==> src/rtl/phase_seq.sv <==
// phase_seq: multi-cycle instruction phase sequencer.
// Walks each instruction through fetch/decode/execute/memory/writeback,
// stretching phases on memory wait states and mult/div busy, counting
// retired instructions, and parking in a halted state when asked to stop.
module phase_seq (
  input  logic        clk,
  input  logic        reset,
  input  logic [5:0]  op,
  input  logic [5:0]  irfunc,
  input  logic [4:0]  regimm,
  input  logic        mem_ready,
  input  logic        md_busy,
  input  logic        halt_req,
  output logic [4:0]  p,
  output logic        md_start,
  output logic        illegal,
  output logic        halted,
  output logic [31:0] instr_cnt
);

  typedef enum logic [2:0] {
    S_F = 3'd0,
    S_D = 3'd1,
    S_E = 3'd2,
    S_M = 3'd3,
    S_W = 3'd4,
    S_H = 3'd5
  } state_e;

  typedef enum logic [2:0] {
    C_ALU,
    C_LOAD,
    C_STORE,
    C_BR,
    C_JMP,
    C_MD,
    C_ILL
  } cls_e;

  state_e      state_q, state_d;
  logic        e_held_q, e_held_d;  // execute has already lasted one cycle
  logic [31:0] instr_cnt_q;
  logic        retire;
  cls_e        cls;

  // Instruction class from the opcode, funct and rt fields.
  // NOTE: every signal written in a combinational block gets a default first;
  // a path that leaves one unassigned infers a latch.
  always_comb begin
    cls = C_ILL;
    case (op)
      6'b100011, 6'b100000, 6'b100100, 6'b100001, 6'b100101: cls = C_LOAD;
      6'b101011, 6'b101001, 6'b101000:                       cls = C_STORE;
      6'b000100, 6'b000101, 6'b000110, 6'b000111:            cls = C_BR;
      6'b000001: if (regimm == 5'b00000 || regimm == 5'b00001) cls = C_BR;
      6'b000010, 6'b000011:                                  cls = C_JMP;
      6'b001001, 6'b001100, 6'b001101, 6'b001110,
      6'b001010, 6'b001011, 6'b001111:                       cls = C_ALU;
      6'b000000: begin
        case (irfunc)
          6'b001000, 6'b001001:                         cls = C_JMP;
          6'b011000, 6'b011001, 6'b011010, 6'b011011:   cls = C_MD;
          6'b100000, 6'b100010, 6'b100011, 6'b100100,
          6'b100101, 6'b100110, 6'b100111, 6'b101010,
          6'b101011, 6'b000000, 6'b000010, 6'b000011,
          6'b000100, 6'b000110, 6'b000111, 6'b010000,
          6'b010001, 6'b010010, 6'b010011:              cls = C_ALU;
          default:                                      cls = C_ILL;
        endcase
      end
      default: cls = C_ILL;
    endcase
  end

  // Next-state logic, pulse outputs and the instruction-boundary decision.
  always_comb begin
    state_d  = state_q;
    retire   = 1'b0;
    md_start = 1'b0;
    illegal  = 1'b0;
    case (state_q)
      S_F: if (mem_ready) state_d = S_D;
      S_D: begin
        if (cls == C_ILL) begin
          illegal = 1'b1;
          retire  = 1'b1;
        end else begin
          state_d = S_E;
        end
      end
      S_E: begin
        md_start = (cls == C_MD) && !e_held_q;
        case (cls)
          C_LOAD, C_STORE: state_d = S_M;
          C_ALU, C_JMP:    state_d = S_W;
          C_MD:            if (e_held_q && !md_busy) state_d = S_W;
          default:         retire = 1'b1;  // branch (or an opcode that changed mid-flight)
        endcase
      end
      S_M: begin
        if (mem_ready) begin
          if (cls == C_STORE) retire  = 1'b1;
          else                state_d = S_W;
        end
      end
      S_W: retire  = 1'b1;
      S_H: state_d = S_H;
      default: state_d = S_F;  // unused encodings recover to fetch
    endcase
    if (retire) state_d = halt_req ? S_H : S_F;
  end

  assign e_held_d = (state_q == S_E) && (state_d == S_E);

  // State, execute-hold flag and retired-instruction counter.
  // NOTE: sequential state uses non-blocking assignments so every register
  // samples pre-edge values regardless of statement order.
  always_ff @(posedge clk) begin
    if (reset) begin
      state_q     <= S_F;
      e_held_q    <= 1'b0;
      instr_cnt_q <= '0;
    end else begin
      state_q  <= state_d;
      e_held_q <= e_held_d;
      if (retire) instr_cnt_q <= instr_cnt_q + 32'd1;
    end
  end

  // One-hot phase to the control unit; zero while halted.
  always_comb begin
    p = 5'b00000;
    case (state_q)
      S_F:     p = 5'b00001;
      S_D:     p = 5'b00010;
      S_E:     p = 5'b00100;
      S_M:     p = 5'b01000;
      S_W:     p = 5'b10000;
      default: p = 5'b00000;
    endcase
  end

  assign halted    = (state_q == S_H);
  assign instr_cnt = instr_cnt_q;

endmodule

==> config.mk <==
export PLATFORM = sky130hd
export DESIGN_NAME = phase_seq
export DESIGN_NICKNAME = d
export VERILOG_FILES = /design/src/rtl/phase_seq.sv
export SDC_FILE = /design/constraint.sdc
export NUM_CORES = 1
export LEC_CHECK = 0
export ABC_AREA = 1
export BUFFER_PORTS_ARGS = -buffer_cell sky130_fd_sc_hd__buf_2
export CAP_MARGIN = 5
export CORE_UTILIZATION = 50
export CTS_BUF_LIST = sky130_fd_sc_hd__clkbuf_4
export CTS_CLUSTER_DIAMETER = 100
export CTS_CLUSTER_SIZE = 14
export DETAILED_ROUTE_END_ITERATION = 16
export MAX_ROUTING_LAYER = met4
export PLACE_DENSITY = 0.78
export SLEW_MARGIN = 20
export SYNTH_ARGS = -nofsm -noshare
export SYNTH_HDL_FRONTEND = slang
export SYNTH_SLANG_ARGS = --single-unit
export TNS_END_PERCENT = 5
==> constraint.sdc <==
create_clock -name clk -period 2 [get_ports clk]
set_clock_uncertainty 0.2 [all_clocks]
set_input_delay 0.2 -clock clk [delete_from_list [all_inputs] [get_ports clk]]
set_output_delay 0.2 -clock clk [all_outputs]
set_load 0.02 [all_outputs]
==> results of run 1 <==
-- cells in the mapped netlist (6+ instances only) --
library cell and n:
o21ai_0 8, dfxtp_1 36, nor3_1 19, inv_1 44
a21oi_1 28, nor2_1 61, nor2_4 7, inv_2 6
nor4_1 7, nand2_1 100, nand4_1 15, nand3_1 23
nand2_2 6
-- worst max path at each step --
| stage | end | slack [ns] | depth (start not counted) |
|---|---|---|---|
| floorplan | instr_cnt[12] | -0.03 | 10 |
| global placement | instr_cnt[31] | -0.05 | 10 |
| detailed placement | instr_cnt[31] | -0.06 | 10 |
| CTS | illegal | 0.007 | 7 |
| global route | instr_cnt[17] | -0.03 | 12 |
| finish | instr_cnt[20] | 0.1 | 9 |
-- logic make-up (layout without fill, tap and decap cells) --
logic type	count (synthesis)	after routing
simple gates	255	255
buf+inv	60	157
compound gates	49	49
flops	36	36
xor+xnor	10	10
fa+ha+maj	1	1
-- final cells by class --
cell class	instances	area (µm²)	share of cell area, %
multi-input combinational	315	1680	49.7
clock buffer	5	37.5	1.11
clock inverter	3	37.5	1.11
timing repair buffer	97	618	18.2
inverter	52	195	5.76
tap	67	83.8	2.47
sequential	36	734	21.7
-- power groups by stage --
stage,clock network (mW),registers [mW],logic [mW]
after global placement,0,0.805,0.884
after floorplan,0,0.818,0.621
after CTS,0.518,0.796,0.909
after global routing,0.560,0.805,1.02
after detailed placement,0,0.807,0.901
final,0.512,0.800,0.944
-- metrics by stage --
stage	hold WS (ns)	std cells	setup WS [ns]	cell area [µm²]	setup TNS (ns)
detailed placement	0.277	563	-0.0614	3210	-0.495
floorplan	0.159	411	-0.0289	2610	-0.118
finish	0.0575	575	0.0973	3390	0
global route	0.0420	575	-0.0291	3390	-0.0750
global placement	0.272	563	-0.0472	3210	-0.0472
CTS	0.0479	572	0.00654	3300	0
-- repair_timing --
item | 4_1_cts | 5_1_grt
endpoints found under the setup margin | 5 | 17
pin swaps | 0 | 3
hold endpoints to repair | 2 | 0
resized for setup | 4 | 24
hold buffers | 1 | 0
buffers inserted | 0 | 3
-- sequential cells by signal, summed over array words and instances (netlist names) --
| register | count |
|---|---|
| e_held_q | 1 |
| state_q | 3 |
| instr_cnt | 32 |
-- worst max-delay path: stages (launching register included) --
cell and delay, ns:
dfxtp_4 0.38, ha_2 0.19, nand3_2 0.10, nor2_4 0.17, nand2_2 0.10, nor4_4 0.29
nand4_1 0.18, nand2_1 0.09, nand2_1 0.05, nor2_1 0.09
-- layout by cell type, fill, tap and decap left out, types with 4 or more instances in the layout --
master    Yosys  final
a21oi_1      28     28
inv_1        44     43
nand2_2       6      7
nand2_1     100     99
xor2_1        5      5
nor2_2        3     10
nor3_2        1      5
dfxtp_1      36     27
clkbuf_4      0      5
buf_4         0     33
inv_2         6      7
nor2_4        7      8
nor3_1       19     15
nand4_1      15     15
buf_2         2     60
clkinv_1      2      4
nand3_2       4      5
xnor2_1       5      5
nor4_1        7      6
nand3_1      23     22
o21ai_1       5      5
dfxtp_2       0      8
o21ai_0       8      8
nor2_1       61     53
-- per-layer routing --
metal | vias up | wire [µm] | GRT usage [%] | share of wire [%]
li1 | 1540 | - | - | -
met1 | 1366 | 3120 | 35.2 | 43
met2 | 153 | 3520 | 46.8 | 48
met3 | 11 | 524 | 4.88 | 7.2
met4 | 0 | 102 | 7.91 | 1.4
met5 | - | 0 | - | 0
==> out/results.ini, run 1 <==
[sta]
min_period_ns=1.90
drv_slew=0
slew_headroom_pct=62.0
hold_violations=0
timing.fmax_mhz=526
finalSetupViolations=0
timing.final.crit_share_pct=95.1
tightest_slew_ns=0.567
rsz0062_at_grt=true

[pwr]
power_mw=2.26
p_per_area_nw_per_um2=666
leakage_nw=1.49
p_clk_share_pct=22.7
peakVddDrop_uv=796
p_int_mw=1.39
sw_frac_of_total_pct=38.2
p_seq_share_pct=35.5
combPwrFrac_pct=41.8
power_switching_uw=863

[job]
drv_cap=0

[route]
routed_via_density=5.34
dr_total_vias=3070
wl_per_cell_um=12.6
drt_iter0_markers=317
routed_wirelength_um=7270
drc=0
drtPass1Iterations=5
ant_nets=0

[grt]
grt_use_total_pct=28.3
grt-ovfl-total=0
antenna_found_initial=0
grt_max_degree=21
grt_first_pass_wirelength_um=11700
grt_pass1_vias=2630

[clocking]
cts.sinks=36
cts_tree=done
insertion_delay_ns=0.36
htree_num_levels=2
numCtsBuffers=5
cts-root-buf=clkbuf_4
clkTransAtPathRegs_ns=0.12
cts_buffer_depth=2

[logic_synthesis]
yosysWarnings=0
synth-edff-count=0
synth_adder_area_share_pct=0.481
synth_async_sr_flop_share_pct=0
synth-main-ff-cell=dfxtp_1
synth_simple_gate_area_share_pct=47.8
syn_area_per_cell_um2=6.33
synthMuxAreaShare_pct=0
synth_compound_area_share_pct=10.2
synth_top_family_by_area=simple AND/OR/NAND/NOR gates
ys_ff_latch=36
synth.area.top_cells=dfxtp_1, nand2_1, nor2_1, inv_1, a21oi_1
synth_top_area_share_pct=27.7
synth_area_um2=2600
synth_top_area_cell=dfxtp_1
synth_fp_nets=434
synthCells=411
synth.distinct_cells=37
seq_area_frac_synth_pct=27.7
synth_xor_area_share_pct=3.37

[die]
initial_utilization_pct=53.6
rows=25
ioPinCount=62
core_area_um2=4850
die_w_um=74.1
die_area_um2=5490
die_y_um=74.1

[placement]
finalWeightedCongestion=0.947
portBuffers=60
hpwl_um=5480

[cells_and_area]
diodes=0
finish.utilization_pct=69.9
drive_gt1_share_pct=32.7
fillers=424
syn2layout_area_growth_pct=30.4
nNetsFinal=530

[critical_path]
worstPathRequired_ns=2.10
r2r_cells=9
reg2reg_to=instr_cnt[20]
startpoint_type=register
end_kind=register
crit_start=instr_cnt[0]
r2r-start=instr_cnt[0]
worstSetupPathType=reg2reg
r2r_slack_ns=0.1
crit_fanout=5
cp_data_arrival_time_ns=2.00

[status]
run_status=finished, final reports clean

[hold_path]
hold_end=instr_cnt[21]
hold_class=in2reg
hold_path_startpoint=reset
holdPathStages=3

Note: power is estimated with default switching activity, not from simulation.
==> inputs of run 2 (changes only) <==
--- a/config.mk
+++ b/config.mk
@@ -9,7 +9,7 @@
 export BUFFER_PORTS_ARGS = -buffer_cell sky130_fd_sc_hd__buf_2
 export CAP_MARGIN = 5
 export CORE_UTILIZATION = 50
-export CTS_BUF_LIST = sky130_fd_sc_hd__clkbuf_4
+export CTS_BUF_LIST = sky130_fd_sc_hd__clkbuf_8
 export CTS_CLUSTER_DIAMETER = 100
 export CTS_CLUSTER_SIZE = 14
 export DETAILED_ROUTE_END_ITERATION = 16
==> run 2 against run 1 <==
  * Register-to-register slack got worse by 0.02 ns
  * First-iteration DRC count decreased by 13%
  * Largest cell class unchanged
  * Via count decreased by 0.85%
  * Final cell count decreased by 0.52%
  * Worst hold slack got worse by 0.054 ns
  * Design area increased by 1.2%
  * Core utilization increased by 0.83 points
  * Combinational power decreased by 2.9%
  * Highest routed layer unchanged
  * Clock power increased by 38%
==> out/results.ini, run 2 (synthesis results as in run 1) <==
[sta]
drv_slew=0
min_period_ns=1.93
tightest_slew_ns=0.554
timing.fmax_mhz=519
slew_headroom_pct=62.8
hold_violations=0
finalSetupViolations=0
timing.final.crit_share_pct=96.3
fin_setup_tns_ns=0
rsz0062_at_grt=true

[critical_path]
crit_fanout=5
worstSetupPathType=reg2reg
startpoint_type=register
critPathSlowestCell=dfxtp_4
path_delay_family=simple AND/OR/NAND/NOR gates
end_kind=register
max_stage_delay_ns=0.37
crit_top_cell=nand2_1
crit_chain=ha_2, nand3_2, nor2_4, nand2_2, nor4_4, nand4_1, nand2_1, nand2_1, nor2_1
path_buf_inv=0
cp_data_arrival_time_ns=1.96
worstPathRequired_ns=2.04

[die]
ioPinCount=62
rows=25
die_y_um=74.1
core_area_um2=4850
initial_utilization_pct=53.6
die_area_um2=5490
die_w_um=74.1

[placement]
hpwl_um=5480
portBuffers=60
finalWeightedCongestion=0.947

[cells_and_area]
syn2layout_area_growth_pct=32.0
layout_common_cells=nand2_1, buf_2, nor2_1
diodes=0
drive_gt1_share_pct=32.9
finish.utilization_pct=70.8
nNetsFinal=527
final_common_cell=nand2_1
largest_reg_flops=32

[pwr]
power_mw=2.43
p_per_area_nw_per_um2=707
leakage_nw=1.52
peakVddDrop_uv=790

[clocking]
cts-root-buf=clkbuf_8
insertion_delay_ns=0.29
cts.sinks=36
numCtsBuffers=5
cts_tree=done
cts_buffer_depth=2
hold_buffers=0
htree_num_levels=2
clkTransAtPathRegs_ns=0.08

[grt]
antenna_found_initial=0
grt_use_total_pct=28.1
grt_max_degree=21
grt_first_pass_wirelength_um=11700
grt-ovfl-total=0
grt_pass1_vias=2657

[hold_path]
hold_class=in2reg

[route]
drc=0
dr_total_vias=3044
drtPass1Iterations=5
routed_wirelength_um=7210
ant_nets=0
drt_iter0_markers=276
routed_via_density=5.32
wl_per_cell_um=12.6

[status]
run_status=finished, final reports clean

[job]
drv_cap=0

-- run 2: cell types whose count changed in the layout (fill, tap and decap cells not counted), sizes merged --
cell	previous run	this run
dlygate4sd3	1	0
clkinv	4	2
buf	96	94
clkbuf	5	7
-- run 2: final cells by class --
cell class,count,area [µm²]
Multi-Input combinational cell,315,1700
Sequential cell,36,732
Clock buffer,7,96.3
Tap cell,67,83.8
Fill cell,416,1420
Inverter,52,195
Clock inverter,1,30.0
Timing Repair Buffer,94,593
-- run 2: worst reg2reg max path: stages (launching register included) --
cell and delay [ns]:
dfxtp_4 0.37, ha_2 0.20, nand3_2 0.11, nor2_4 0.18, nand2_2 0.10, nor4_4 0.30, nand4_1 0.18, nand2_1 0.09
nand2_1 0.05, nor2_1 0.09
-- run 2: repair_timing --
item | 4_1_cts | 5_1_grt
setup buffers | 0 | 1
gates resized for setup | 3 | 26
endpoints found under the setup margin | 4 | 16
pin swaps | 0 | 2
endpoints found under the hold margin | 0 | 0
-- run 2: per-stage QoR --
stage          worst slack [ns]  cells  area [µm²]  hold slack, ns
3_5_place_dp            -0.0614    563        3210           0.277
5_1_grt                 -0.0350    572        3430          0.0189
4_1_cts                  0.0114    571        3340         0.00511
3_3_place_gp            -0.0472    563        3210           0.272
6_report                 0.0733    572        3430         0.00307
2_1_floorplan           -0.0289    411        2610           0.159
-- run 2: power by group --
group | switching (mW) | internal, mW
logic | 0.556 | 0.361
clock network | 0.268 | 0.440
registers | 0.0412 | 0.760
-- run 2: final timing paths --
check | slack (ns) | from | endpoint | depth (start not counted)
setup / recovery | 0.07 | instr_cnt[0] | instr_cnt[20] | 9
hold / removal | 0.003 | halt_req | state_q[2] | 3
setup reg to reg | 0.07 | instr_cnt[0] | instr_cnt[20] | 9
hold reg to reg | 0.27 | instr_cnt[0] | instr_cnt[0] | 1
-- run 2: metal layers --
| metal | wire length (µm) | global-route usage, % |
|---|---|---|
| met1 | 3110 | 34.8 |
| met5 | 0 | - |
| met4 | 120 | 7.91 |
| met2 | 3480 | 46.8 |
| met3 | 491 | 4.61 |
